<file path="src/rtl/m_alu_pkg.sv">
// rtl/m_alu_pkg.sv - shared ALU op codes and handshake FSM state encoding
package m_alu_pkg;

    localparam int ALU_CTRL_W = 3;

    localparam logic [ALU_CTRL_W-1:0] ALU_AND = 3'b000;
    localparam logic [ALU_CTRL_W-1:0] ALU_OR  = 3'b001;
    localparam logic [ALU_CTRL_W-1:0] ALU_ADD = 3'b010;
    localparam logic [ALU_CTRL_W-1:0] ALU_MUL = 3'b011;
    localparam logic [ALU_CTRL_W-1:0] ALU_SUB = 3'b110;
    localparam logic [ALU_CTRL_W-1:0] ALU_SLT = 3'b111;

    typedef logic [1:0] state_t;

    localparam state_t ST_IDLE = 2'd0;
    localparam state_t ST_MUL  = 2'd1;
    localparam state_t ST_DONE = 2'd2;

endpackage

</file>
<file path="src/rtl/m_alu_exec_if.sv">
// rtl/m_alu_exec_if.sv - execute-stage ALU handshake and operand/result bundle
interface m_alu_exec_if
    import m_alu_pkg::*;
#(
    parameter int WIDTH = 32
);
    logic                  in_valid;
    logic                  in_ready;
    logic                  flush;
    logic [ALU_CTRL_W-1:0] alucontrol;
    logic [WIDTH-1:0]      srca;
    logic [WIDTH-1:0]      srcb;
    logic [WIDTH-1:0]      result;
    logic                  zero;
    logic                  out_valid;
    logic                  busy;

    modport master (
        output in_valid, flush, alucontrol, srca, srcb,
        input  in_ready, result, zero, out_valid, busy
    );

    modport slave (
        input  in_valid, flush, alucontrol, srca, srcb,
        output in_ready, result, zero, out_valid, busy
    );
endinterface

</file>
<file path="src/rtl/m_seq_mul.sv">
// rtl/m_seq_mul.sv - iterative shift-add multiplier, one partial product per cycle
module m_seq_mul #(
    parameter int WIDTH = 32
) (
    input  logic             clk,
    input  logic             reset,
    input  logic             start,
    input  logic             kill,
    input  logic [WIDTH-1:0] multiplicand,
    input  logic [WIDTH-1:0] multiplier,
    output logic             done,
    output logic [WIDTH-1:0] product
);
    localparam int CW = (WIDTH > 1) ? $clog2(WIDTH) : 1;

    logic [WIDTH-1:0] mcand_q, mcand_d;
    logic [WIDTH-1:0] mplier_q, mplier_d;
    logic [WIDTH-1:0] acc_q, acc_d;
    logic [CW-1:0]    cnt_q, cnt_d;
    logic             run_q, run_d;
    logic [WIDTH-1:0] acc_next;
    logic             last;

    assign acc_next = acc_q + (mplier_q[0] ? mcand_q : '0);
    assign last     = run_q && (cnt_q == CW'(WIDTH - 1));
    // The final partial product is folded in combinationally so the caller can register it on the last step.
    assign done     = last;
    assign product  = acc_next;

    always_comb begin
        mcand_d  = mcand_q;
        mplier_d = mplier_q;
        acc_d    = acc_q;
        cnt_d    = cnt_q;
        run_d    = run_q;
        if (kill) begin
            run_d = 1'b0;
        end else if (start) begin
            mcand_d  = multiplicand;
            mplier_d = multiplier;
            acc_d    = '0;
            cnt_d    = '0;
            run_d    = 1'b1;
        end else if (run_q) begin
            acc_d    = acc_next;
            mcand_d  = mcand_q << 1;
            mplier_d = mplier_q >> 1;
            cnt_d    = cnt_q + CW'(1);
            if (last) begin
                run_d = 1'b0;
            end
        end
    end

    always_ff @(posedge clk or posedge reset) begin
        if (reset) begin
            mcand_q  <= '0;
            mplier_q <= '0;
            acc_q    <= '0;
            cnt_q    <= '0;
            run_q    <= 1'b0;
        end else begin
            mcand_q  <= mcand_d;
            mplier_q <= mplier_d;
            acc_q    <= acc_d;
            cnt_q    <= cnt_d;
            run_q    <= run_d;
        end
    end
endmodule

</file>
<file path="src/rtl/m_alu_exec.sv">
// rtl/m_alu_exec.sv - EX-stage ALU with registered result/zero and MUL stall handshake
// M_ALU_FAST_MUL_EN: single-cycle combinational MUL, no busy stall.
module m_alu_exec
    import m_alu_pkg::*;
#(
    parameter int WIDTH = 32
) (
    input  logic          clk,
    input  logic          reset,
    m_alu_exec_if.slave   bus
);
    logic [WIDTH-1:0] alu_res;
    logic [WIDTH-1:0] result_q, result_d;
    logic             zero_q, zero_d;
    logic             out_valid_q, out_valid_d;
    logic             accept;

    always_comb begin
        alu_res = '0;
        case (bus.alucontrol)
            ALU_AND: alu_res = bus.srca & bus.srcb;
            ALU_OR:  alu_res = bus.srca | bus.srcb;
            ALU_ADD: alu_res = bus.srca + bus.srcb;
            ALU_SUB: alu_res = bus.srca - bus.srcb;
            ALU_SLT: alu_res = {{(WIDTH-1){1'b0}}, ($signed(bus.srca) < $signed(bus.srcb))};
`ifdef M_ALU_FAST_MUL_EN
            ALU_MUL: alu_res = bus.srca * bus.srcb;
`endif
            default: alu_res = '0;
        endcase
    end

`ifdef M_ALU_FAST_MUL_EN
    assign bus.busy     = 1'b0;
    assign bus.in_ready = 1'b1;
    assign accept       = bus.in_valid & ~bus.flush;

    always_comb begin
        result_d    = result_q;
        zero_d      = zero_q;
        out_valid_d = 1'b0;
        if (accept) begin
            result_d    = alu_res;
            zero_d      = (alu_res == '0);
            out_valid_d = 1'b1;
        end
    end
`else
    state_t           state_q, state_d;
    logic             mul_start;
    logic             mul_done;
    logic [WIDTH-1:0] mul_product;

    assign bus.busy     = (state_q == ST_MUL);
    assign bus.in_ready = ~bus.busy;
    assign accept       = bus.in_valid & bus.in_ready & ~bus.flush;

    m_seq_mul #(.WIDTH(WIDTH)) u_seq_mul (
        .clk          (clk),
        .reset        (reset),
        .start        (mul_start),
        .kill         (bus.flush),
        .multiplicand (bus.srca),
        .multiplier   (bus.srcb),
        .done         (mul_done),
        .product      (mul_product)
    );

    always_comb begin
        state_d     = state_q;
        result_d    = result_q;
        zero_d      = zero_q;
        out_valid_d = 1'b0;
        mul_start   = 1'b0;
        if (bus.flush) begin
            state_d = ST_IDLE;
        end else if (state_q == ST_MUL) begin
            if (mul_done) begin
                result_d    = mul_product;
                zero_d      = (mul_product == '0);
                out_valid_d = 1'b1;
                state_d     = ST_DONE;
            end
        end else begin
            // DONE accepts like IDLE, so a new op can issue in the completion cycle.
            state_d = ST_IDLE;
            if (accept) begin
                if (bus.alucontrol == ALU_MUL) begin
                    mul_start = 1'b1;
                    state_d   = ST_MUL;
                end else begin
                    result_d    = alu_res;
                    zero_d      = (alu_res == '0);
                    out_valid_d = 1'b1;
                end
            end
        end
    end

    always_ff @(posedge clk or posedge reset) begin
        if (reset) begin
            state_q <= ST_IDLE;
        end else begin
            state_q <= state_d;
        end
    end
`endif

    always_ff @(posedge clk or posedge reset) begin
        if (reset) begin
            result_q    <= '0;
            zero_q      <= 1'b0;
            out_valid_q <= 1'b0;
        end else begin
            result_q    <= result_d;
            zero_q      <= zero_d;
            out_valid_q <= out_valid_d;
        end
    end

    assign bus.result    = result_q;
    assign bus.zero      = zero_q;
    assign bus.out_valid = out_valid_q;
endmodule

</file>
<file path="src/flat_wrapper.sv">
// flat-port wrapper written by rule: the top's interface ports become plain ports
module m_alu_exec_flat import m_alu_pkg::*;
#(
    parameter int WIDTH = 32
)
  (clk, reset, bus_in_valid, bus_flush, bus_alucontrol, bus_srca, bus_srcb, bus_in_ready, bus_result, bus_zero, bus_out_valid, bus_busy);
  m_alu_exec_if #(.WIDTH(WIDTH)) bus_i ();
  input  logic clk;
  input  logic reset;
  input wire logic [$bits(bus_i.in_valid)-1:0] bus_in_valid;
  input wire logic [$bits(bus_i.flush)-1:0] bus_flush;
  input wire logic [$bits(bus_i.alucontrol)-1:0] bus_alucontrol;
  input wire logic [$bits(bus_i.srca)-1:0] bus_srca;
  input wire logic [$bits(bus_i.srcb)-1:0] bus_srcb;
  output wire logic [$bits(bus_i.in_ready)-1:0] bus_in_ready;
  output wire logic [$bits(bus_i.result)-1:0] bus_result;
  output wire logic [$bits(bus_i.zero)-1:0] bus_zero;
  output wire logic [$bits(bus_i.out_valid)-1:0] bus_out_valid;
  output wire logic [$bits(bus_i.busy)-1:0] bus_busy;
  assign bus_i.in_valid = bus_in_valid;
  assign bus_i.flush = bus_flush;
  assign bus_i.alucontrol = bus_alucontrol;
  assign bus_i.srca = bus_srca;
  assign bus_i.srcb = bus_srcb;
  assign bus_in_ready = bus_i.in_ready;
  assign bus_result = bus_i.result;
  assign bus_zero = bus_i.zero;
  assign bus_out_valid = bus_i.out_valid;
  assign bus_busy = bus_i.busy;
  m_alu_exec #(.WIDTH(WIDTH)) u_core (.clk(clk), .reset(reset), .bus(bus_i));
endmodule
</file>
<file path="config.mk">
export PLATFORM = sky130hd
export DESIGN_NAME = m_alu_exec_flat
export DESIGN_NICKNAME = d
export VERILOG_FILES = /design/src/rtl/m_alu_pkg.sv /design/src/rtl/m_alu_exec_if.sv /design/src/rtl/m_seq_mul.sv /design/src/rtl/m_alu_exec.sv /design/src/flat_wrapper.sv
export SDC_FILE = /design/constraint.sdc
export NUM_CORES = 1
export LEC_CHECK = 0
export BUFFER_PORTS_ARGS = -buffer_cell sky130_fd_sc_hd__buf_2
export CORE_MARGIN = 2
export CORE_UTILIZATION = 40
export CTS_CLUSTER_SIZE = 16
export DETAILED_ROUTE_END_ITERATION = 10
export PLACE_DENSITY_LB_ADDON = 0.15
export SYNTH_ARGS = -nofsm -noshare
export SYNTH_HDL_FRONTEND = slang
export SYNTH_SLANG_ARGS = --single-unit
export TNS_END_PERCENT = 10
</file>
<file path="constraint.sdc">
create_clock -name clk -period 4.5 [get_ports clk]
set_input_delay 0.9 -clock clk [delete_from_list [all_inputs] [get_ports clk]]
set_output_delay 0.9 -clock clk [all_outputs]
set_load 0.02 [all_outputs]
</file>
==> results.md, run 1 <==
- H-tree levels: 4
- Clk_lat worst skew: about 0.45 ns
- Asr flop ratio synth: 100%
- CTS tree: built
- Warnings from Yosys: 0
- Maximum fanout along the worst path: 3
- Comb power frac: 39.3%
- Leakage power: about 7.3 nW
- Syn nets: 1863
- Proportion of layout cells with a drive suffix above 1: between 10% and 20%
- DR WL met2: 19800 um
- Post-route setup slack: 0.215 ns
- Power share of the clock group: 26.6%
- Final Setup Violations: 0
- Drt pass-1 iters: 5
- Initial Util: roughly two fifths
- CTS Buf Count: 17
- Reg-to-reg endpoint: u_core.bus.zero
- Post-synth EDFFs: 0
- Switch share: 40.2%
- Syn Std Cell Area: 13000 um2
- Nets: 1968
- Min-Delay Path Depth: 2
- Hold buffer count at CTS: 0
- Reg2reg path depth: 15
- Worst R2R Start: u_core.u_seq_mul.mplier_q[0]
- Post-DR wirelength/cell: 20.3 um
- Post-route cell area: 14900 um2
- Starting DRT DRC Count: ~1000
- Status: finished clean
- Residual DRC count: 0
- Slew headroom: 48.5%
- MaxCap Viol Count: 0
- Most used DFF post-synth: dfrtp_1
- Root Driver: clkbuf_16
- Crit path capture type: flip-flop
- Mean Syn Cell Area: 7.86 um2
- Post-DP HPWL: 34400 um
- Period minus WS final: about 4.3 ns
- Total Die Area: 34000 um2
- Area post-placement: between 10000 and 15000 um2
- Setup TNS: 0 ns
- Largest net degree at the start of global routing: 158
- Hold endpoint: u_core.bus.result[29]
- #FFs+latches synth: 138
- Crit path launch type: primary input
- IO buf count: 106
- Sequential area share after synthesis: 26.5%
- Distinct cells, synth: 88
- GP Congestion: 0.982
- Core Footprint: 32300 um2
- Post-CTS setup buffers: 0
- Pwr Density: 352 nW/um2
- CP Class: in2reg
- Max VDD drop: between 0.2 and 0.3 mV
- M1 WL: 21700 um
- Wire length on met3: 2450 um
- Final Hold Fails: 0
- Final ANT Viol Nets: 0
- Synth Instances: 1657
- Overflow after GRT: 0
- Most frequent cells in the layout: nand2_1, a21oi_1, dfrtp_1
- WP data required: 4.88 ns
- Psw: between 2 and 2.5 mW
- Util after Layout: 46.1%
- F_max: 0.233 GHz
- Register share of total power: 34.0%
- Setup slack after placement: -0.166 ns
- Rows: 66
- Reg2reg setup slack: 0.33 ns
- Register clock-pin slew on the reported worst setup and hold paths: 0.06 ns
- Vias in the first global route: 12073
- Die Span Y: roughly 180 um
- Hold_sp: u_core.bus.result[29]
- Type of the tightest min-delay check: reg2reg
- Initial antenna violation count: 1
- Commonest non-fill, non-tap cell in the layout: nand2_1
- Slew Limit Fails: 0
- Period utilisation layout: 95.2%
- Top sig layer: met5
- Final wirelength: 44900 um
- Worst clock skew: 0.0134 ns
- Area growth syn-to-layout: 14.3%
- Gr usage total: 27.1%
- Power, Total: 5.24 mW
- First-pass GRT wire length: between 70000 and 80000 um
- CTS max path bufs: 2
- Worst-Margin Slew: 0.767 ns
- Clock tree sinks: 138
- Die Span X: ~180 um
- Via count: ~12000
- Worst EP arrival: approximately 4.7 ns
- # diodes: 0
- RSZ-0062 raised after global routing: false
- Int Pwr: 3.14 mW
- IO Pins: 107
- Via density: 5.59
[synth_stat cells (19+ instances only)]
cell type    n  area share [%]
clkbuf_1    68             2.0
a211oi_1    21             1.2
nand3_1     22            0.85
o211ai_1    19             1.1
inv_1      131             3.8
nand2_1    218             6.3
xnor2_1     44             3.0
o21ai_0    132             5.1
nor3_1      23            0.88
and2_1      34             1.6
a21oi_1    151             5.8
mux2i_1     95             7.3
a21o_1      20             1.2
ha_1       132              13
nor2_1     120             3.5
dfrtp_1    138              27
[sequential cells by signal, summed over array words and instances, names as in the netlist]
signal                     cells
u_core.u_seq_mul.run_q         1
u_core.bus.out_valid           1
u_core.u_seq_mul.cnt_q         5
u_core.u_seq_mul.acc_q        32
u_core.bus.zero                1
u_core.u_seq_mul.mcand_q      32
u_core.u_seq_mul.mplier_q     32
u_core.bus.result             32
u_core.state_q                 2
[per-layer routing]
metal | GRT usage [%] | vias up
li1 | - | 6054
met1 | 39.6 | 5910
met2 | 41.6 | 362
met3 | 3.52 | 59
met4 | 7.71 | 2
met5 | 0 | -
[through the flow]
step           std cells  hold WS (ns)
6_report            2217         0.480
4_1_cts             2217         0.488
2_1_floorplan       1657         0.487
3_3_place_gp        2185         0.471
5_1_grt             2217         0.520
3_5_place_dp        2185         0.473
[cells by family after synthesis]
family / synth area share [%]
muxes: 7.30
DFF: 26.5
xor gates and xnor gates: 3.84
AOI/OAI and AO/OA: 24.0
adders and majority gates: 13.1
and+or+nand+nor: 18.7
buffers and inverters: 6.53
[power groups by stage]
stage | combinational, mW | sequential, mW | clock (mW)
2_1_floorplan | 1.35 | 1.81 | 0
3_3_place_gp | 2.02 | 1.80 | 0
3_5_place_dp | 2.04 | 1.81 | 0
4_1_cts | 2.05 | 1.79 | 1.43
5_1_grt | 2.29 | 1.83 | 1.49
6_report | 2.06 | 1.78 | 1.40
[worst max-delay path by stage]
stage               slack [ns]                    startpoint         endpoint
floorplan                 0.63                   bus_srca[0]  u_core.bus.zero
global placement         -0.09                  bus_srcb[16]  u_core.bus.zero
detailed placement       -0.17                  bus_srcb[16]  u_core.bus.zero
CTS                       0.29                  bus_srcb[16]  u_core.bus.zero
global route             0.006  u_core.u_seq_mul.mplier_q[0]  u_core.bus.zero
finish                    0.22                  bus_srcb[16]  u_core.bus.zero
[cell type report]
class                      instances  area [um2]
fill                            3352       17400
clock inverter                    12         118
timing repair buffer             172        1080
inverter                         134         507
sequential                       138        3450
tap                              442         553
multi-input combinational       1299        8740
clock buffer                      20         437
[repair_timing]
item,4_1_cts,5_1_grt
hold endpoints to repair,0,0
setup endpoints to repair,0,1
gates resized for setup,0,1
[worst max-delay path, stage by stage]
cell       delay, ns
buf_2           0.10
inv_1           0.05
ha_1            0.30
nand2b_1        0.17
a221oi_1        0.25
buf_4           0.17
a2bb2oi_1       0.61
a21oi_1         0.19
buf_4           0.20
nor2_1          0.10
a2111oi_0       0.10
a311oi_1        0.55
o2111ai_1       0.19
nor4_1          0.22
buf_4           0.17
nand4_1         0.12
o2bb2a_4        0.23
o21ai_2         0.05
Note: power is estimated with default switching activity, not from simulation.
==> run 2, diff against run 1 <==
--- a/config.mk
+++ b/config.mk
@@ -8,6 +8,7 @@
 export BUFFER_PORTS_ARGS = -buffer_cell sky130_fd_sc_hd__buf_2
 export CORE_MARGIN = 2
 export CORE_UTILIZATION = 40
+export CTS_BUF_LIST = sky130_fd_sc_hd__clkbuf_4 sky130_fd_sc_hd__clkbuf_8
 export CTS_CLUSTER_SIZE = 16
 export DETAILED_ROUTE_END_ITERATION = 10
 export PLACE_DENSITY_LB_ADDON = 0.15
==> results.md, run 2 (synthesis gave the netlist of run 1 again) <==
- IO buf count: 106 (unchanged)
- Crit path to: u_core.bus.zero
- Final ANT Viol Nets: 0 (unchanged)
- Initial antenna violation count: 1 (unchanged)
- Commonest non-fill, non-tap cell in the layout: nand2_1
- Crit path capture type: flip-flop
- CTS tree: built
- Psw: 2.05 mW (-2.4%)
- Clock tree sinks: 138 (unchanged)
- Clk_lat worst skew: 0.49 ns (+0.04 ns)
- Comb power frac: 42.2% (+2.9 points)
- Setup crit start: bus_srcb[16]
- Reg-to-reg endpoint: u_core.bus.zero
- Post-CTS setup buffers: 0 (unchanged)
- Dpl cells: 2185 (unchanged)
- Largest net degree at the start of global routing: 158 (unchanged)
- Post-route cell area: 14700 um2 (-1.2%)
- Proportion of layout cells with a drive suffix above 1: 13.4% (+0.17 points)
- Setup TNS: 0 ns (unchanged)
- Period utilisation layout: 93.9% (-1.4 points)
- Post-DR wirelength/cell: 20.2 um (-0.19%)
- Overflow after GRT: 0 (unchanged)
- Type of the tightest min-delay check: reg2reg
- Die Span X: 184 um (unchanged)
- GR Layer Usage met1: 39.6% (about the same)
- Worst clock skew: 0.0215 ns (+0.00805 ns)
- Drt pass-1 iters: 5 (unchanged)
- Starting DRT DRC Count: 1007 (-3.6%)
- Period minus WS final: 4.22 ns (-0.0609 ns)
- Final Setup Violations: 0 (unchanged)
- Worst EP arrival: 4.64 ns (-0.02 ns)
- Initial Util: 40.3% (unchanged)
- Hold_sp: u_core.bus.result[29]
- Int Pwr: 2.83 mW (-9.8%)
- IO Pins: 107 (unchanged)
- Area post-placement: 14300 um2 (unchanged)
- Residual DRC count: 0 (unchanged)
- Pwr Density: 332 nW/um2 (-5.7%)
- RSZ-0062 raised after global routing: false
- Min-Delay Path Depth: 2 (unchanged)
- GP Congestion: 0.982 (unchanged)
- Via count: 12479 (+0.74%)
- Hold buffer count at CTS: 0 (unchanged)
- Area growth syn-to-layout: 13.0%
- Total Die Area: 34000 um2 (unchanged)
- Routing usage on met2: 41.2% (-0.36 points)
- Register clock-pin slew on the reported worst setup and hold paths: 0.09 ns (+0.03 ns)
- # diodes: 0 (unchanged)
- Vias in the first global route: 12040 (-0.27%)
- Reg2reg setup slack: 0.38 ns (+0.05 ns)
- Final wirelength: 44800 um (-0.19%)
- Via density: 5.63 (+0.74%)
- Root Driver: clkbuf_8
- Worst R2R Start: u_core.u_seq_mul.mplier_q[0]
- Switch share: 42.1% (+1.9 points)
- Crit path launch type: primary input
- F_max: 0.237 GHz (+1.4%)
- Core Footprint: 32300 um2 (unchanged)
- Slew headroom: 46.4% (-2.0 points)
- WP data required: 4.92 ns (+0.04 ns)
- Die Span Y: 184 um (unchanged)
- Setup slack after placement: -0.166 ns (unchanged)
- Nets: 1968 (unchanged)
- Post-route setup slack: 0.276 ns (+0.0609 ns)
- Power share of the clock group: 21.3% (-5.3 points)
- Grt met3 use: 3.75% (+0.24 points)
- Post-DP HPWL: 34400 um (unchanged)
- Resize count post-CTS: 0 (unchanged)
- H-tree levels: 4 (unchanged)
- CP Class: in2reg
- Register share of total power: 36.5% (+2.5 points)
- CTS max path bufs: 2 (unchanged)
- Status: finished clean
- Reg2reg path depth: 15 (unchanged)
- MaxCap Viol Count: 0 (unchanged)
- Maximum fanout along the worst path: 3 (unchanged)
- CTS Buf Count: 17 (unchanged)
- First-pass GRT wire length: 70400 um (-0.32%)
- GRT busiest layer: met2
- Max VDD drop: 0.176 mV (-37%)
- Leakage power: 7.21 nW (-1.1%)
- Post-Layout Cell Count: 2217 (unchanged)
- Util after Layout: 45.5% (-0.55 points)
- Gr usage total: 27.0% (-0.098 points)
- Most frequent cells in the layout: nand2_1, a21oi_1, dfrtp_1
- Slew Limit Fails: 0 (unchanged)
- Rows: 66 (unchanged)
- Worst-Margin Slew: 0.803 ns (+0.0366 ns)
- Final Hold Fails: 0 (unchanged)
run 2: cell counts in the layout (fill, tap and decap cells not counted):
Identical to the previous run, type by type.
run 2: layer usage:
metal,vias up,routed length [um]
met5,-,8
met4,2,913
met3,54,2590
met2,403,19800
met1,5971,21500
li1,6049,-
run 2: power by group through the flow:
| stage | logic, mW | clock network, mW | registers [mW] |
|---|---|---|---|
| 2_1_floorplan | 1.35 | 0 | 1.81 |
| 3_3_place_gp | 2.02 | 0 | 1.80 |
| 3_5_place_dp | 2.04 | 0 | 1.81 |
| 4_1_cts | 2.05 | 1.08 | 1.78 |
| 5_1_grt | 2.29 | 1.13 | 1.83 |
| 6_report | 2.06 | 1.04 | 1.78 |
run 2: how the worst min path moves through the flow:
stage / end / slack (ns)
6_report: u_core.bus.result[29] / 0.48
5_1_grt: u_core.bus.result[10] / 0.53
4_1_cts: u_core.bus.result[27] / 0.49
3_5_place_dp: u_core.bus.result[27] / 0.47
3_3_place_gp: u_core.bus.result[27] / 0.47
2_1_floorplan: u_core.u_seq_mul.acc_q[18] / 0.49
run 2: area by class of cell:
cell class                      instances  area, um2
Fill cell                            3371      17600
Multi-Input combinational cell       1299       8740
Sequential cell                       138       3450
Timing Repair Buffer                  172       1080
Tap cell                              442        553
Inverter                              134        507
Clock buffer                           20        256
Clock inverter                         12        118
run 2: per-stage QoR:
| step | total power, mW | hold WS (ns) |
|---|---|---|
| CTS | 4.91 | 0.494 |
| detailed placement | 3.84 | 0.473 |
| global placement | 3.82 | 0.471 |
| global route | 5.25 | 0.527 |
| finish | 4.88 | 0.483 |
| floorplan | 3.16 | 0.487 |
run 2: worst max-delay path, cell delays in order:
cell and delay, ns:
buf_2 0.10, inv_1 0.05, ha_1 0.30, nand2b_1 0.17, a221oi_1 0.25, buf_4 0.17
a2bb2oi_1 0.59, a21oi_1 0.19, buf_4 0.20, nor2_1 0.10, a2111oi_0 0.10, a311oi_1 0.54
o2111ai_1 0.18, nor4_1 0.22, buf_4 0.17, nand4_1 0.12, o2bb2a_4 0.23, o21ai_2 0.05
